--- config.mk ---
export PLATFORM = sky130hd
export DESIGN_NAME = project_shadow_register_file_flat
export DESIGN_NICKNAME = d
export VERILOG_FILES = /design/src/rtl/project_shadow_register_file_pkg.sv /design/src/rtl/project_shadow_register_file_if.sv /design/src/rtl/project_shadow_register_file_channel.sv /design/src/rtl/project_shadow_register_file.sv /design/src/flat_wrapper.sv
export SDC_FILE = /design/constraint.sdc
export NUM_CORES = 1
export LEC_CHECK = 0
export CAP_MARGIN = 25
export CORE_ASPECT_RATIO = 0.7
export CORE_UTILIZATION = 40
export DETAILED_ROUTE_END_ITERATION = 8
export HOLD_SLACK_MARGIN = 0.1
export SETUP_SLACK_MARGIN = 0.1
export SYNTH_ARGS = -nofsm -noshare
export SYNTH_HDL_FRONTEND = slang
export SYNTH_SLANG_ARGS = --single-unit
export TNS_END_PERCENT = 1
--- constraint.sdc ---
create_clock -name i_clk -period 3.6 [get_ports i_clk]
set_clock_uncertainty 0.15 [all_clocks]
set_input_delay 0.36 -clock i_clk [delete_from_list [all_inputs] [get_ports i_clk]]
set_output_delay 0.36 -clock i_clk [all_outputs]
set_load 0.01 [all_outputs]
--- src/rtl/project_shadow_register_file_pkg.sv ---
// project_regfile_pkg: shared constants and address helpers for the shadow
// register file. Optional feature macro: PROJECT_SHADOW_READBACK_EN.
package project_regfile_pkg;

  // GCR bit positions
  localparam int GCR_LOCK  = 0;
  localparam int GCR_ERR   = 1;
  localparam int GCR_RDSEL = 2;

  // Per-channel control register index (holds the IMM bit in its MSB)
  localparam int CTRL_REG = 0;

  // IMM lives in the top bit of the control register
  function automatic int imm_bit(input int data_width);
    return data_width - 1;
  endfunction

  // Global control register sits right after the last channel register
  function automatic int gcr_offset(input int num_channels, input int regs_per_channel);
    return num_channels * regs_per_channel;
  endfunction

  // FORCE register follows GCR
  function automatic int force_offset(input int num_channels, input int regs_per_channel);
    return num_channels * regs_per_channel + 1;
  endfunction

  // Width of a register index inside one channel (at least one bit)
  function automatic int reg_idx_width(input int regs_per_channel);
    return (regs_per_channel > 1) ? $clog2(regs_per_channel) : 1;
  endfunction

endpackage

--- src/rtl/project_shadow_register_file_if.sv ---
// Host bus between the address decoder and the shadow register file.
interface project_shadow_register_file_if #(
  parameter int ADDR_WIDTH = 6,
  parameter int DATA_WIDTH = 8
);
  logic                  i_write_en;
  logic                  i_read_en;
  logic [ADDR_WIDTH-1:0] i_address;
  logic [DATA_WIDTH-1:0] i_data;
  logic [DATA_WIDTH-1:0] o_data;
  logic                  o_rd_valid;

  modport master (output i_write_en, i_read_en, i_address, i_data,
                  input  o_data, o_rd_valid);
  modport slave  (input  i_write_en, i_read_en, i_address, i_data,
                  output o_data, o_rd_valid);
endinterface

--- src/rtl/project_shadow_register_file_channel.sv ---
// One PWM channel: pending bank, active bank, dirty flag and commit logic.
module project_shadow_channel
  import project_regfile_pkg::*;
#(
  parameter int DATA_WIDTH       = 8,
  parameter int REGS_PER_CHANNEL = 16,
  parameter int RW               = 4
) (
  input  logic                                 i_clk,
  input  logic                                 i_reset_n,
  input  logic                                 i_wr_en,
  input  logic [RW-1:0]                        i_wr_reg,
  input  logic [DATA_WIDTH-1:0]                i_wr_data,
  input  logic                                 i_sync,
  input  logic                                 i_force,
  output logic [REGS_PER_CHANNEL*DATA_WIDTH-1:0] o_pending,
  output logic [REGS_PER_CHANNEL*DATA_WIDTH-1:0] o_active,
  output logic                                 o_dirty
);
  logic [DATA_WIDTH-1:0] r_pending [REGS_PER_CHANNEL];
  logic [DATA_WIDTH-1:0] r_active  [REGS_PER_CHANNEL];
  logic                  r_dirty;
  logic                  w_imm;
  logic                  w_commit;

  assign w_imm    = r_active[CTRL_REG][imm_bit(DATA_WIDTH)];
  assign w_commit = (i_sync & r_dirty) | i_force;

  genvar gi;
  generate
    for (gi = 0; gi < REGS_PER_CHANNEL; gi++) begin : g_reg
      logic w_hit;
      assign w_hit = i_wr_en && (i_wr_reg == RW'(gi));

      // Pending takes CPU data; active takes the whole pre-write pending bank on
      // commit, except that an immediate-mode write lands straight in active.
      always_ff @(posedge i_clk or negedge i_reset_n) begin
        if (!i_reset_n) begin
          r_pending[gi] <= '0;
          r_active[gi]  <= '0;
        end else begin
          if (w_hit) r_pending[gi] <= i_wr_data;
          if (w_hit && w_imm) r_active[gi] <= i_wr_data;
          else if (w_commit)  r_active[gi] <= r_pending[gi];
        end
      end

      assign o_pending[gi*DATA_WIDTH +: DATA_WIDTH] = r_pending[gi];
      assign o_active[gi*DATA_WIDTH +: DATA_WIDTH]  = r_active[gi];
    end
  endgenerate

  // A buffered write marks the bank dirty and wins over a same-cycle commit
  always_ff @(posedge i_clk or negedge i_reset_n) begin
    if (!i_reset_n)            r_dirty <= 1'b0;
    else if (i_wr_en && !w_imm) r_dirty <= 1'b1;
    else if (w_commit)         r_dirty <= 1'b0;
  end

  assign o_dirty = r_dirty;
endmodule

--- src/rtl/project_shadow_register_file.sv ---
// Double-buffered PWM register file: address decode, GCR, error flag and
// registered readback. Optional macro PROJECT_SHADOW_READBACK_EN enables
// GCR.RDSEL (channel reads return the active bank).
module project_shadow_register_file
  import project_regfile_pkg::*;
#(
  parameter int DATA_WIDTH       = 8,
  parameter int ADDR_WIDTH       = 6,
  parameter int NUM_CHANNELS     = 3,
  parameter int REGS_PER_CHANNEL = 16
) (
  input  logic                                              i_clk,
  input  logic                                              i_reset_n,
  project_shadow_register_file_if.slave                     bus,
  input  logic [NUM_CHANNELS-1:0]                           i_sync,
  output logic [NUM_CHANNELS*REGS_PER_CHANNEL*DATA_WIDTH-1:0] o_active_regs,
  output logic [NUM_CHANNELS-1:0]                           o_dirty,
  output logic                                              o_wr_error
);
  localparam int TOTAL  = NUM_CHANNELS * REGS_PER_CHANNEL;
  localparam int G_ADDR = gcr_offset(NUM_CHANNELS, REGS_PER_CHANNEL);
  localparam int F_ADDR = force_offset(NUM_CHANNELS, REGS_PER_CHANNEL);
  localparam int RW     = reg_idx_width(REGS_PER_CHANNEL);
  localparam int IW     = (TOTAL > 1) ? $clog2(TOTAL) : 1;
  localparam int BANK_W = REGS_PER_CHANNEL * DATA_WIDTH;

  generate
    if (TOTAL + 2 > 2**ADDR_WIDTH) begin : g_bad_addr_width
      $error("address space too small for channels plus GCR/FORCE");
    end
    if (DATA_WIDTH < NUM_CHANNELS || DATA_WIDTH < 3) begin : g_bad_data_width
      $error("DATA_WIDTH must cover NUM_CHANNELS and the GCR bits");
    end
  endgenerate

  logic [31:0]             w_addr;
  logic [31:0]             w_ch_sel;
  logic [RW-1:0]           w_reg_sel;
  logic [IW-1:0]           w_flat_idx;
  logic                    w_is_chan, w_is_gcr, w_is_force, w_is_unmapped;
  logic                    w_wr_chan_ok, w_wr_reject, w_wr_gcr;
  logic [NUM_CHANNELS-1:0] w_force;
  logic                    w_rdsel;
  logic [DATA_WIDTH-1:0]   w_rd_value;
  logic [DATA_WIDTH-1:0]   w_pend_flat [TOTAL];
  logic [DATA_WIDTH-1:0]   w_act_flat  [TOTAL];
  logic                    r_lock, r_err, r_rd_valid;
  logic [DATA_WIDTH-1:0]   r_data;

  assign w_addr        = 32'(bus.i_address);
  assign w_ch_sel      = w_addr / 32'(REGS_PER_CHANNEL);
  assign w_reg_sel     = RW'(w_addr % 32'(REGS_PER_CHANNEL));
  assign w_flat_idx    = IW'(w_addr);
  assign w_is_chan     = w_addr < 32'(TOTAL);
  assign w_is_gcr      = w_addr == 32'(G_ADDR);
  assign w_is_force    = w_addr == 32'(F_ADDR);
  assign w_is_unmapped = w_addr > 32'(F_ADDR);

  // Lock only blocks channel writes; GCR and FORCE stay reachable
  assign w_wr_chan_ok = bus.i_write_en & w_is_chan & ~r_lock;
  assign w_wr_reject  = bus.i_write_en & ((w_is_chan & r_lock) | w_is_unmapped);
  assign w_wr_gcr     = bus.i_write_en & w_is_gcr;
  assign w_force      = (bus.i_write_en & w_is_force) ? bus.i_data[NUM_CHANNELS-1:0] : '0;

  genvar gi, gj;
  generate
    for (gi = 0; gi < NUM_CHANNELS; gi++) begin : g_chan
      logic              w_sel_wr;
      logic [BANK_W-1:0] w_pending_bank;
      logic [BANK_W-1:0] w_active_bank;

      assign w_sel_wr = w_wr_chan_ok && (w_ch_sel == 32'(gi));

      project_shadow_channel #(
        .DATA_WIDTH(DATA_WIDTH), .REGS_PER_CHANNEL(REGS_PER_CHANNEL), .RW(RW)
      ) u_chan (
        .i_clk(i_clk), .i_reset_n(i_reset_n),
        .i_wr_en(w_sel_wr), .i_wr_reg(w_reg_sel), .i_wr_data(bus.i_data),
        .i_sync(i_sync[gi]), .i_force(w_force[gi]),
        .o_pending(w_pending_bank), .o_active(w_active_bank), .o_dirty(o_dirty[gi])
      );

      assign o_active_regs[gi*BANK_W +: BANK_W] = w_active_bank;
      for (gj = 0; gj < REGS_PER_CHANNEL; gj++) begin : g_flat
        assign w_pend_flat[gi*REGS_PER_CHANNEL+gj] = w_pending_bank[gj*DATA_WIDTH +: DATA_WIDTH];
        assign w_act_flat[gi*REGS_PER_CHANNEL+gj]  = w_active_bank[gj*DATA_WIDTH +: DATA_WIDTH];
      end
    end
  endgenerate

  // LOCK follows GCR writes; ERR is sticky and a same-cycle rejection beats W1C
  always_ff @(posedge i_clk or negedge i_reset_n) begin
    if (!i_reset_n) begin
      r_lock <= 1'b0;
      r_err  <= 1'b0;
    end else begin
      if (w_wr_gcr) r_lock <= bus.i_data[GCR_LOCK];
      if (w_wr_reject)                             r_err <= 1'b1;
      else if (w_wr_gcr && bus.i_data[GCR_ERR])    r_err <= 1'b0;
    end
  end

`ifdef PROJECT_SHADOW_READBACK_EN
  logic r_rdsel;
  // RDSEL selects which bank channel reads return
  always_ff @(posedge i_clk or negedge i_reset_n) begin
    if (!i_reset_n)    r_rdsel <= 1'b0;
    else if (w_wr_gcr) r_rdsel <= bus.i_data[GCR_RDSEL];
  end
  assign w_rdsel = r_rdsel;
`else
  assign w_rdsel = 1'b0;
`endif

  // Readback mux over the pre-edge state, so a same-cycle write reads old data
  always_comb begin
    w_rd_value = '0;
    if (w_is_chan) begin
      w_rd_value = w_rdsel ? w_act_flat[w_flat_idx] : w_pend_flat[w_flat_idx];
    end else if (w_is_gcr) begin
      w_rd_value[GCR_LOCK]  = r_lock;
      w_rd_value[GCR_ERR]   = r_err;
      w_rd_value[GCR_RDSEL] = w_rdsel;
    end
  end

  // One-cycle read pipeline; data holds between reads
  always_ff @(posedge i_clk or negedge i_reset_n) begin
    if (!i_reset_n) begin
      r_data     <= '0;
      r_rd_valid <= 1'b0;
    end else begin
      r_rd_valid <= bus.i_read_en;
      if (bus.i_read_en) r_data <= w_rd_value;
    end
  end

  assign bus.o_data     = r_data;
  assign bus.o_rd_valid = r_rd_valid;
  assign o_wr_error     = r_err;
endmodule

--- src/flat_wrapper.sv ---
// flat-port wrapper written by rule: the top's interface ports become plain ports
module project_shadow_register_file_flat import project_regfile_pkg::*;
#(
  parameter int DATA_WIDTH       = 8,
  parameter int ADDR_WIDTH       = 6,
  parameter int NUM_CHANNELS     = 3,
  parameter int REGS_PER_CHANNEL = 16
)
  (i_clk, i_reset_n, i_sync, o_active_regs, o_dirty, o_wr_error, bus_i_write_en, bus_i_read_en, bus_i_address, bus_i_data, bus_o_data, bus_o_rd_valid);
  project_shadow_register_file_if #(.ADDR_WIDTH(ADDR_WIDTH), .DATA_WIDTH(DATA_WIDTH)) bus_i ();
  input  logic i_clk;
  input  logic i_reset_n;
  input  logic [NUM_CHANNELS-1:0] i_sync;
  output logic [NUM_CHANNELS*REGS_PER_CHANNEL*DATA_WIDTH-1:0] o_active_regs;
  output logic [NUM_CHANNELS-1:0] o_dirty;
  output logic o_wr_error;
  input wire logic [$bits(bus_i.i_write_en)-1:0] bus_i_write_en;
  input wire logic [$bits(bus_i.i_read_en)-1:0] bus_i_read_en;
  input wire logic [$bits(bus_i.i_address)-1:0] bus_i_address;
  input wire logic [$bits(bus_i.i_data)-1:0] bus_i_data;
  output wire logic [$bits(bus_i.o_data)-1:0] bus_o_data;
  output wire logic [$bits(bus_i.o_rd_valid)-1:0] bus_o_rd_valid;
  assign bus_i.i_write_en = bus_i_write_en;
  assign bus_i.i_read_en = bus_i_read_en;
  assign bus_i.i_address = bus_i_address;
  assign bus_i.i_data = bus_i_data;
  assign bus_o_data = bus_i.o_data;
  assign bus_o_rd_valid = bus_i.o_rd_valid;
  project_shadow_register_file #(.DATA_WIDTH(DATA_WIDTH), .ADDR_WIDTH(ADDR_WIDTH), .NUM_CHANNELS(NUM_CHANNELS), .REGS_PER_CHANNEL(REGS_PER_CHANNEL)) u_core (.i_clk(i_clk), .i_reset_n(i_reset_n), .bus(bus_i), .i_sync(i_sync), .o_active_regs(o_active_regs), .o_dirty(o_dirty), .o_wr_error(o_wr_error));
endmodule
# After elaboration in Yosys (flattened, before gate mapping)
# Cells that the tools add are included.
[totals] in_bits=21 reg_bits=782 word_cells=411
[classes] n_reduce_logical=160 n_bitwise=15 eq_ne=19 mux=111 n_lt_le_gt_ge=3
[ops] cell="$mux 8" n=98
[ops] cell="$reduce_bool 2->1" n=52
[ops] cell="$logic_and 1x1->1" n=103
[ops] cell="$bmux 8 s6" n=1
[ops] cell="$eq 4x4->1 const B" n=8
[ops] cell="$logic_not 32->1" n=1
[ops] cell="$eq 4x3->1 const B" n=4
[ops] cell="$eq 6x6->1 const B" n=2
[ops] cell="$and 1x1->1" n=9
[ops] cell="$eq 4x2->1 const B" n=2
[ops] cell="$mux 1" n=8
[ops] cell="$ge 7x7->1 const B" n=1
[ops] cell="$not 6->7" n=1
[ops] cell="$gt 6x6->1 const B" n=1
[ops] cell="$lt 6x6->1 const B" n=1
[ops] cell="$mux 3" n=2
[ops] cell="$mux 5" n=1
[ops] cell="$eq 4x1->1 const B" n=1
[ops] cell="$logic_not 4->1" n=1
[ops] cell="$or 1x1->1" n=4
[ops] cell="$logic_not 1->1" n=3
[ops] cell="$eq 2x1->1 const B" n=1
[ops] cell="$eq 2x2->1 const B" n=1
[ops] cell="$mux 2" n=1
[ops] cell="$not 1->1" n=1

# Depth between registers and ports, before layout
# Gate-level depths: netlist of run 1.
[logic_depth] depth_word=7 mapped_depth=9 depth_no_buf=5

# Cells and area by module
# A second synthesis of run 1 with hierarchy kept.
[hier_totals] cells_unflattened=2514 hier_area_um2=37592.3
[by_module_without_submodules] mod="project_shadow_channel (u_core.g_chan[1].u_chan ...)" cells_per_inst=743 n_inst=2 seq_area_each_um2=6431.2 area_per_inst_um2=11344.6
[by_module_without_submodules] mod="project_shadow_channel (u_core.g_chan[0].u_chan)" cells_per_inst=743 n_inst=1 seq_area_each_um2=6431.2 area_per_inst_um2=11334.6
[by_module_without_submodules] mod="project_shadow_register_file" cells_per_inst=285 n_inst=1 seq_area_each_um2=275.3 area_per_inst_um2=3568.4

# Least setup slack after synthesis of run 1
# OpenSTA, ideal clock, no wires.
[synth_timing] path_type="input port to flip-flop" startpoint="input bus_i_address[0]" endpoint="register u_core.r_data[4] (netlist: u_core.bus.o_data[4])" path_stages=7 n_path_buf=3 setup_slack_ns=1.316 arrival_time_ns=2.008 cell_sequence="buf_2 > buf_6 > buf_2 > mux4_2 > a22oi_1 > nand3_1 > a221o_1"
[synth_via] elab_chain_len=5 word_cells_on_any_way=6
[synth_lines] item="start, declared" line="flat_wrapper.sv:19" rtl="input wire logic [$bits(bus_i.i_address)-1:0] bus_i_address;"
[synth_lines] item="$not 6->7"
[synth_lines] item="$bmux 8 s6" line="project_shadow_register_file.sv:119" rtl="w_rd_value = w_rdsel ? w_act_flat[w_flat_idx] : w_pend_flat[w_flat_idx];"
[synth_lines] item="$mux 8 (implied by the code) (2 in series)" line="project_shadow_register_file.sv:119"
[synth_lines] item="$mux 5 (*)" line="project_shadow_register_file.sv:118" rtl="if (w_is_chan) begin"
[synth_lines] item="end signal, assigned" line="project_shadow_register_file.sv:134" rtl="if (bus.i_read_en) r_data <= w_rd_value;"
[synth_lines] item="end, declared" line="project_shadow_register_file.sv:48" rtl="logic [DATA_WIDTH-1:0] r_data;"
# Mark *: on every way between the ends. The rest lies on a longest branch, timed or not. The select of a mux whose other input is x is not followed.
# A chain may end at the register's enable or synchronous reset.

# Worst setup path in the final report of run 1
[layout_timing] startpoint="register u_core.r_lock" endpoint="register u_core.g_chan[0].u_chan.r_active, in the netlist u_core.g_chan[0].u_chan.o_active[75]"
[layout_via] elab_chain_len=6 word_cells_on_any_way=7
[layout_lines] item="start, declared" line="project_shadow_register_file.sv:47" rtl="logic r_lock, r_err, r_rd_valid;"
[layout_lines] item="start signal, assigned" line="project_shadow_register_file.sv:97" rtl="if (w_wr_gcr) r_lock <= bus.i_data[GCR_LOCK];"
[layout_lines] item="$not 1->1 (*)" line="project_shadow_register_file.sv:60" rtl="assign w_wr_chan_ok = bus.i_write_en & w_is_chan & ~r_lock;"
[layout_lines] item="$and 1x1->1 (*)" line="project_shadow_register_file.sv:60"
[layout_lines] item="$logic_and 1x1->1 (*)" line="project_shadow_register_file.sv:72" rtl="assign w_sel_wr = w_wr_chan_ok && (w_ch_sel == 32'(gi));"
[layout_lines] item="$logic_and 1x1->1 (*)" line="project_shadow_register_file_channel.sv:33" rtl="assign w_hit = i_wr_en && (i_wr_reg == RW'(gi));"
[layout_lines] item="$logic_and 1x1->1 (*)" line="project_shadow_register_file_channel.sv:43" rtl="if (w_hit && w_imm) r_active[gi] <= i_wr_data;"
[layout_lines] item="$mux 8 or $reduce_bool 2->1 (tied branches)"
[layout_lines] item="end signal, assigned by index" line="project_shadow_register_file_channel.sv:43"
[layout_lines] item="end signal, assigned by index" line="project_shadow_register_file_channel.sv:44" rtl="else if (w_commit) r_active[gi] <= r_pending[gi];"
[layout_lines] item="end, declared" line="project_shadow_register_file_channel.sv:21" rtl="logic [DATA_WIDTH-1:0] r_active [REGS_PER_CHANNEL];"
# Mark *: on every way between the ends. The rest lies on a longest branch, timed or not.

==> flow_summary.yaml, run 1 <==
power:
  p_leak_nw: 21.3
  ir_drop_v: 0.000445
  pwr-share-seq: 0.420
  p_sw_frac: 0.329
  p_clk_frac: 0.261
  p_comb_frac: 0.319
  intPower_mw: 22.0
  power.density_nw_per_um2: 729
  switching_power_mw: 10.8
hold_path:
  hold_depth: 3
  holdPathEnd: "u_core.g_chan[0].u_chan.o_active[108]$_DFFE_PN0P_"
  hold_path.class: "in -> reg"
  min_from: "bus_i_data[4]"
layout:
  syn_to_final_growth_pct: 23.2
  drive_above_1_share: 0.237
  fill_cells: 7739
  nNetsFinal: 3387
  final_cell_mix: "dfrtp_1, nand2_1, mux2i_1, clkdlybuf4s50_1, mux2_2"
  final_common_cell: "dfrtp_1"
floorplanning:
  core.rowCount: 92
  die_x_um: 364
  core_um2: 90400
  start_util: 0.405
  die_h_um: 255
  dieArea_um2: 92800
  ios: 418
worst_setup_path:
  cp_max_fo: 22
  reg2reg_slack_ps: 880
  required_ps: 4010
  r2r-end: "u_core.g_chan[0].u_chan.o_active[75]$_DFFE_PN0P_"
  critical_path_class: "reg -> reg"
  r2r-start: "u_core.r_lock$_DFFE_PN0P_"
  reg2reg_depth: 5
  start_kind: "flip-flop"
  cp-end-kind: "flip-flop"
  critPathArrivalTime_ps: 3130
place:
  pre_cts_ws_ps: 289
  port_buffers: 417
  gp_congestion: 0.872
  place_hpwl_mm: 87.5
flow_run:
  maxCapViolations: 0
clock_network:
  cts_tree: "built"
  clk_pin_slew_worst_paths_ps: 60
  cts_root_buf: "clkbuf_16"
  clk_latency_ps: 650
  cts_setup_buffers: 0
  cts_buffers: 80
  cts_sinks: 782
  h-tree-depth: 3
  clockBufferDepth: 3
grt:
  grt_pass1_vias: 26100
  antenna_found_initial: 8
  track_usage: 0.268
  grt_max_degree: 140
  grt_pass1_wl_mm: 182
  overflow: 0
sta:
  rsz0062_at_grt: "no"
  slew_violations: 0
  fmaxAchievable_mhz: 367
  timing.final.ws_setup_ps: 877
  finalCriticalPeriod_ps: 2720
  tightest_slew_ps: 915
  finalCritPeriodShare: 0.756
  finalHoldViolCount: 0
  setup_tns_ps: 0
  setup_violations: 0
  max_slew_margin: 0.390
route:
  drc: 0
  viasPerCell: 5.64
  vias: 26200
  drt_wl_total_mm: 124
  firstDrtPassIters: 8
  ant_nets: 0
  routedWlPerCell_um: 26.8
  drtIter0Drc: 2226
logic_synthesis:
  synth_seq_cells: 782
  async_reset_ff_frac: 1.00
  synth.avg_cell_area_um2: 12.3
  syn_inst: 2973
  synth_area_um2: 36600
  ys_types: 55
  synth_top_flop_cell: "dfrtp_1"
  yosys_warnings: 0
  synth-edff-count: 0
  seq_area_frac_synth: 0.534
  synth_nets: 2994
outcome:
  status: "finished clean"
-- cells by family (layout without fill, tap and decap cells) --
family / Yosys count / count (layout) / synth area share
buffers and inverters: 260 / 715 / 0.0386
muxes: 859 / 859 / 0.276
AOI/OAI and AO/OA: 493 / 493 / 0.0736
DFF: 782 / 782 / 0.534
and+or+nand+nor: 579 / 579 / 0.0772
other: 0 / 2 / 0
-- power by group through the flow --
stage	sequential (mW)	combinational, mW	clock [mW]
finish	13.8	10.5	8.59
global route	14.0	11.2	9.07
CTS	13.8	10.6	8.73
detailed placement	13.9	10.5	0
global placement	13.9	10.3	0
floorplan	13.7	4.03	0
-- sequential cells by signal, summed over array words and instances, names as in the netlist --
name / flops
u_core.g_chan.u_chan.o_active: 384
u_core.o_wr_error: 1
u_core.r_lock: 1
u_core.g_chan.u_chan.o_pending: 384
u_core.bus.o_rd_valid: 1
u_core.g_chan.u_chan.o_dirty: 3
u_core.bus.o_data: 8
-- synth_stat cells (all sizes together), types with 3 or more instances --
cell	count	area share
nand2b	6	0.0010
nor4	25	0.0074
inv	6	0.00062
buf	177	0.030
nand2	440	0.045
or3	18	0.0031
a22oi	24	0.0049
clkbuf	77	0.0079
o211ai	5	0.0010
o22ai	5	0.00085
dfrtp	782	0.53
nand3	13	0.0026
nor3	18	0.0054
nor2	33	0.0073
mux2	358	0.11
or2	5	0.00085
a221oi	3	0.00072
a21oi	10	0.0014
mux4	85	0.052
a32oi	3	0.0011
a211oi	5	0.0010
nor2b	9	0.0015
o21ai	421	0.059
mux2i	416	0.11
a31oi	5	0.00085
a221o	5	0.0014
-- repair_timing --
item | 4_1_cts | 5_1_grt
hold buffers | 6 | 0
hold endpoints to repair | 579 | 0
gates resized for setup | 0 | 0
-- how the worst max path moves through the flow --
stage,slack (ps),depth (start not counted),end,startpoint
final,880,5,u_core.g_chan[0].u_chan.o_active[75]$_DFFE_PN0P_,u_core.r_lock$_DFFE_PN0P_
after global placement,390,5,u_core.g_chan[0].u_chan.o_active[39]$_DFFE_PN0P_,bus_i_address[4]
after floorplan,1320,7,u_core.bus.o_data[4]$_DFFE_PN0P_,bus_i_address[0]
after CTS,880,5,u_core.g_chan[0].u_chan.o_active[75]$_DFFE_PN0P_,u_core.r_lock$_DFFE_PN0P_
after global routing,800,5,u_core.g_chan[0].u_chan.o_active[72]$_DFFE_PN0P_,u_core.r_lock$_DFFE_PN0P_
after detailed placement,290,6,u_core.g_chan[0].u_chan.o_active[75]$_DFFE_PN0P_,bus_i_address[4]
-- cell type report --
cell class	instances	area (um2)	share of cell area
sequential	782	19600	0.434
tap	1222	1530	0.0339
multi-input combinational	1931	15700	0.349
timing repair buffer	565	5540	0.123
clock buffer	118	2360	0.0524
inverter	6	22.5	0.000499
antenna	2	5.00	0.000111
clock inverter	26	318	0.00705
-- layer usage --
| metal | vias to the layer above | global-route usage | part of all wire |
|---|---|---|---|
| li1 | 11400 | - | - |
| met1 | 13700 | 0.382 | 0.44 |
| met2 | 968 | 0.407 | 0.45 |
| met3 | 173 | 0.0672 | 0.078 |
| met4 | 8 | 0.0729 | 0.025 |
| met5 | - | 0 | 0.00043 |
-- per-stage QoR --
step	hold WS (ps)	std cells	instance area [um2]	util	power, mW
finish	116	4652	45100	0.499	32.9
global route	133	4650	45100	0.499	34.3
CTS	112	4650	45100	0.499	33.1
detailed placement	146	4500	42300	0.468	24.4
global placement	144	4499	42300	0.468	24.1
floorplan	-85.6	2973	36600	-	17.8
-- worst max-delay path, stage by stage (launching register included) --
cell     delay (ps)
dfrtp_1         470
or4b_4          740
or3_1           630
nor2_4          380
nand2_1         120
o21ai_0         120
No activity file was read; power rests on OpenSTA's default activity.
==> run 2, diff against run 1 <==
==> constraint.sdc (replaced) <==
create_clock -name i_clk -period 2.19 [get_ports i_clk]
set_clock_uncertainty 0.15 [all_clocks]
set_input_delay 0.219 -clock i_clk [delete_from_list [all_inputs] [get_ports i_clk]]
set_output_delay 0.219 -clock i_clk [all_outputs]
set_load 0.01 [all_outputs]
==> flow_summary.yaml, run 2 (synthesis gave the netlist of run 1 again) <==
outcome:
  status: "complete, but fails checks"
  violations: "negative setup slack"
worst_setup_path:
  reg2reg_slack_ps: -30
  required_ps: 2550
  critical-path-top-delay-family: "simple AND/OR/NAND/NOR gates"
  critPathArrivalTime_ps: 2580
  critPathBufInv: 1
  path_cells: "or4b_4 > or3_1 > buf_6 > nor2_4 > o21ai_0"
  critical_path_class: "reg -> reg"
  start_kind: "flip-flop"
  cpPeakStageDelay_ps: 600
  cp-end-kind: "flip-flop"
  cp_max_fo: 12
  slowest_stage: "or4b_4"
route:
  vias: 26800
  ant_nets: 0
  viasPerCell: 5.56
  routedWlPerCell_um: 25.9
  drc: 0
  drtIter0Drc: 2410
  drt_wl_total_mm: 125
  firstDrtPassIters: 5
power:
  power.density_nw_per_um2: 1140
  intPower_mw: 36.5
  power_mw: 54.4
  p_sw_frac: 0.329
  p_clk_frac: 0.248
  p_leak_nw: 22.7
  p_comb_frac: 0.335
  ir_drop_v: 0.000588
  pwr-share-seq: 0.418
  switching_power_mw: 17.9
floorplanning:
  die_h_um: 255
  core.rowCount: 92
  die_x_um: 364
  start_util: 0.405
  dieArea_um2: 92800
  ios: 418
  core_um2: 90400
clock_network:
  cts_buffers: 78
  clk_pin_slew_worst_paths_ps: 60
  cts_sinks: 782
  clk_latency_ps: 640
  h-tree-depth: 3
  cts_root_buf: "clkbuf_16"
  clockBufferDepth: 3
  cts_tree: "built"
sta:
  fmaxAchievable_mhz: 450
  finalCriticalPeriod_ps: 2220
  timing.final.ws_setup_ps: -33.5
  setup_tns_ps: -85.1
  slew_violations: 0
  finalHoldViolCount: 0
  rsz0062_at_grt: "yes"
  setup_violations: 5
  tightest_slew_ps: 838
  hold_slack_ps: 120
  max_slew_margin: 0.439
  finalCritPeriodShare: 1.02
place:
  dpl.cell_count: 4670
  gp_congestion: 0.876
  port_buffers: 417
  dpl_cell_area_um2: 44500
  place_hpwl_mm: 89.5
  pre_cts_ws_ps: -619
layout:
  ff_latch_area_um2: 19600
  diodes: 0
  syn_to_final_growth_pct: 30.6
  instances_no_fill: 4824
  multi_input_area_um2: 16200
  final_cell_mix: "dfrtp_1, nand2_1, mux2i_1, clkdlybuf4s50_1, mux2_2"
  fill_cells: 7585
  drive_above_1_share: 0.286
  final_common_cell: "dfrtp_1"
  final_area_um2: 47800
  nNetsFinal: 3565
  fin_util: 0.529
grt:
  antenna_found_initial: 4
  grt_max_degree: 98
  grt_pass1_wl_mm: 183
  grt_pass1_vias: 26800
  overflow: 0
  track_usage: 0.268
hold_path:
  hold_path.class: "in -> reg"
flow_run:
  maxCapViolations: 0
==> run 2: final timing paths <==
| path | start | to | cells past startpoint |
|---|---|---|---|
| max in group asynchronous | i_reset_n | u_core.g_chan[1].u_chan.o_pending[126]$_DFFE_PN0P_ | 3 |
| worst min register to register | u_core.bus.o_data[6]$_DFFE_PN0P_ | u_core.bus.o_data[6]$_DFFE_PN0P_ | 2 |
| worst max-delay path | u_core.r_lock$_DFFE_PN0P_ | u_core.g_chan[0].u_chan.o_active[43]$_DFFE_PN0P_ | 5 |
| min in group asynchronous | i_reset_n | u_core.g_chan[1].u_chan.o_active[55]$_DFFE_PN0P_ | 3 |
| worst min-delay path | bus_i_write_en | u_core.o_wr_error$_DFFE_PN0P_ | 3 |
| worst max register to register | u_core.r_lock$_DFFE_PN0P_ | u_core.g_chan[0].u_chan.o_active[43]$_DFFE_PN0P_ | 5 |
==> run 2: final cells by class <==
cell class | count | area share
Sequential cell | 782 | 0.409
Multi-Input combinational cell | 1935 | 0.339
Inverter | 6 | 0.000471
Timing Repair Buffer | 741 | 0.167
Clock inverter | 21 | 0.00382
Tap cell | 1222 | 0.0320
Clock buffer | 117 | 0.0490
==> run 2: per-layer routing <==
layer / GRT usage / up-vias / routed length [um]
met3: 0.0506 / 146 / 8910
met2: 0.412 / 954 / 57500
met1: 0.392 / 13900 / 56400
li1: - / 11800 / -
met4: 0.0590 / 2 / 2340
met5: 0 / - / 7
==> run 2: worst register-to-register path, delay by kind of cell, from the launching register on <==
| kind | cells | cell delay [ps] |
|---|---|---|
| buffers and inverters | 1 | 180 |
| AO/OA/AOI/OAI | 1 | 150 |
| AND/OR/NAND/NOR | 3 | 1230 |
| flip-flops | 1 | 380 |
==> run 2: power by group through the flow <==
| stage | clock, mW | sequential, mW | combinational, mW |
|---|---|---|---|
| 2_1_floorplan | 0 | 22.6 | 6.63 |
| 4_1_cts | 13.7 | 22.7 | 18.2 |
| 3_3_place_gp | 0 | 22.8 | 17.6 |
| 3_5_place_dp | 0 | 22.9 | 18.1 |
| 5_1_grt | 14.3 | 23.1 | 19.5 |
| 6_report | 13.5 | 22.7 | 18.2 |
==> run 2: repair_timing <==
item,in CTS,in global routing
hold endpoints to repair,1148,0
setup endpoints to repair,271,584
cloned,1,3
resized for setup,82,114
hold buffers,10,0
pin swaps,15,18
setup buffers,2,0
==> run 3, diff against run 2 <==
--- a/config.mk
+++ b/config.mk
@@ -14,4 +14,4 @@
 export SYNTH_ARGS = -nofsm -noshare
 export SYNTH_HDL_FRONTEND = slang
 export SYNTH_SLANG_ARGS = --single-unit
-export TNS_END_PERCENT = 1
+export TNS_END_PERCENT = 10
==> flow_summary.yaml, run 3 (synthesis gave the netlist of run 1 again) <==
outcome:
  status: "complete, but fails checks"
  violations: "negative setup slack"
hold_path:
  hold_path.class: "in -> reg"
  hold_depth: 3
worst_setup_path:
  cp_num_cells: 5
  slowest_stage: "or4b_4"
  reg2reg_depth: 5
  reg2reg_slack_ps: -50
  critPathArrivalTime_ps: 2630
  critPathBufInv: 2
  path_cells: "or4b_4 > or3_4 > buf_4 > clkbuf_16 > mux2_2"
  critical-path-top-delay-family: "simple AND/OR/NAND/NOR gates"
  cpPeakStageDelay_ps: 590
  critical_path_class: "reg -> reg"
  cp-end-kind: "flip-flop"
  cp_max_fo: 6
  required_ps: 2580
  start_kind: "flip-flop"
sta:
  finalCriticalPeriod_ps: 2240
  tightest_slew_ps: 753
  rsz0062_at_grt: "yes"
  timing.final.ws_setup_ps: -49.1
  finalHoldViolCount: 0
  setup_violations: 36
  slew_violations: 0
  finalCritPeriodShare: 1.02
  max_slew_margin: 0.497
  fmaxAchievable_mhz: 447
floorplanning:
  die_h_um: 255
  start_util: 0.405
  core.rowCount: 92
  core_um2: 90400
  ios: 418
  die_x_um: 364
  dieArea_um2: 92800
clock_network:
  cts_root_buf: "clkbuf_16"
  h-tree-depth: 3
  clk_latency_ps: 660
  cts_tree: "built"
  cts_sinks: 782
  clockBufferDepth: 3
  cts_buffers: 81
  clk_pin_slew_worst_paths_ps: 70
grt:
  grt_max_degree: 98
  track_usage: 0.269
  overflow: 0
  antenna_found_initial: 4
  grt_pass1_wl_mm: 185
  grt_pass1_vias: 27200
place:
  dpl.cell_count: 4688
  place_hpwl_mm: 90.0
  dpl_cell_area_um2: 44600
  port_buffers: 417
  gp_congestion: 0.887
layout:
  final_common_cell: "dfrtp_1"
  instances_no_fill: 4876
  final_area_um2: 48800
  fill_cells: 7509
  syn_to_final_growth_pct: 33.3
  drive_above_1_share: 0.309
  nNetsFinal: 3613
  final_cell_mix: "dfrtp_1, nand2_1, mux2i_1, clkdlybuf4s50_1, mux2_2"
power:
  ir_drop_v: 0.000706
  p_clk_frac: 0.258
  intPower_mw: 37.3
  p_sw_frac: 0.328
  power.density_nw_per_um2: 1140
  pwr-share-seq: 0.408
  switching_power_mw: 18.2
  p_leak_nw: 23.3
  p_comb_frac: 0.334
route:
  firstDrtPassIters: 6
  ant_nets: 0
  routedWlPerCell_um: 25.9
  drc: 0
  vias: 27300
  drt_wl_total_mm: 126
  viasPerCell: 5.60
  drtIter0Drc: 2306
flow_run:
  maxCapViolations: 0
-- run 3: final timing paths --
| kind | start | endpoint |
|---|---|---|
| max | u_core.r_lock$_DFFE_PN0P_ | u_core.g_chan[0].u_chan.o_pending[40]$_DFFE_PN0P_ |
| min | bus_i_write_en | u_core.o_wr_error$_DFFE_PN0P_ |
| max reg2reg | u_core.r_lock$_DFFE_PN0P_ | u_core.g_chan[0].u_chan.o_pending[40]$_DFFE_PN0P_ |
| min reg2reg | u_core.bus.o_data[6]$_DFFE_PN0P_ | u_core.bus.o_data[6]$_DFFE_PN0P_ |
| max in group asynchronous | i_reset_n | u_core.g_chan[0].u_chan.o_pending[102]$_DFFE_PN0P_ |
| min in group asynchronous | i_reset_n | u_core.g_chan[1].u_chan.o_pending[95]$_DFFE_PN0P_ |
-- run 3: layout make-up --
cell class	count	area, um2	share of cell area
Tap cell	1222	1530	0.0313
Inverter	6	22.5	0.000461
Sequential cell	782	19600	0.401
Clock inverter	33	394	0.00807
Clock buffer	111	2320	0.0475
Timing Repair Buffer	784	8520	0.175
Multi-Input combinational cell	1937	16400	0.337
Antenna cell	1	2.50	0.0000513
-- run 3: what timing repair did --
action / 4_1_cts / 5_1_grt
resized for setup: 21 / 325
endpoints found under the hold margin: 1151 / 0
setup buffers: 1 / 17
pin swaps: 6 / 47
cloned: 5 / 9
endpoints found under the setup margin: 305 / 645
hold buffers: 11 / 0
-- run 3: worst min-delay path, delay by kind of cell --
family,cells,cell delay [ps]
compound gates,1,220
buf+inv,2,460
-- run 3: metal layers --
layer,part of all wire,wire (um),up-vias,GRT usage
met4,0.025,3100,6,0.0710
met2,0.45,57000,962,0.407
met3,0.077,9710,191,0.0557
li1,-,-,11900,-
met1,0.45,56500,14200,0.391
met5,0.00028,35,-,0
-- run 3: metrics by stage --
step / hold slack, ps / setup WS (ps) / setup TNS [ps] / power [mW] / utilization
after floorplan: -227 / 50.4 / 0 / 29.2 / -
after CTS: 129 / 19.9 / 0 / 55.5 / 0.527
after global placement: 14.9 / -727 / -342470 / 40.5 / 0.494
after global routing: 125 / -102 / -4700 / 58.0 / 0.540
after detailed placement: 15.5 / -717 / -348310 / 41.0 / 0.494
final: 134 / -49.1 / -729 / 55.5 / 0.540
-- run 3: power groups by stage --
stage               registers, mW  clock network, mW  logic (mW)
floorplan                    22.6                  0        6.63
global placement             22.8                  0        17.7
finish                       22.7               14.3        18.5
global route                 23.1               15.2        19.8
CTS                          22.7               14.6        18.3
detailed placement           22.9                  0        18.1
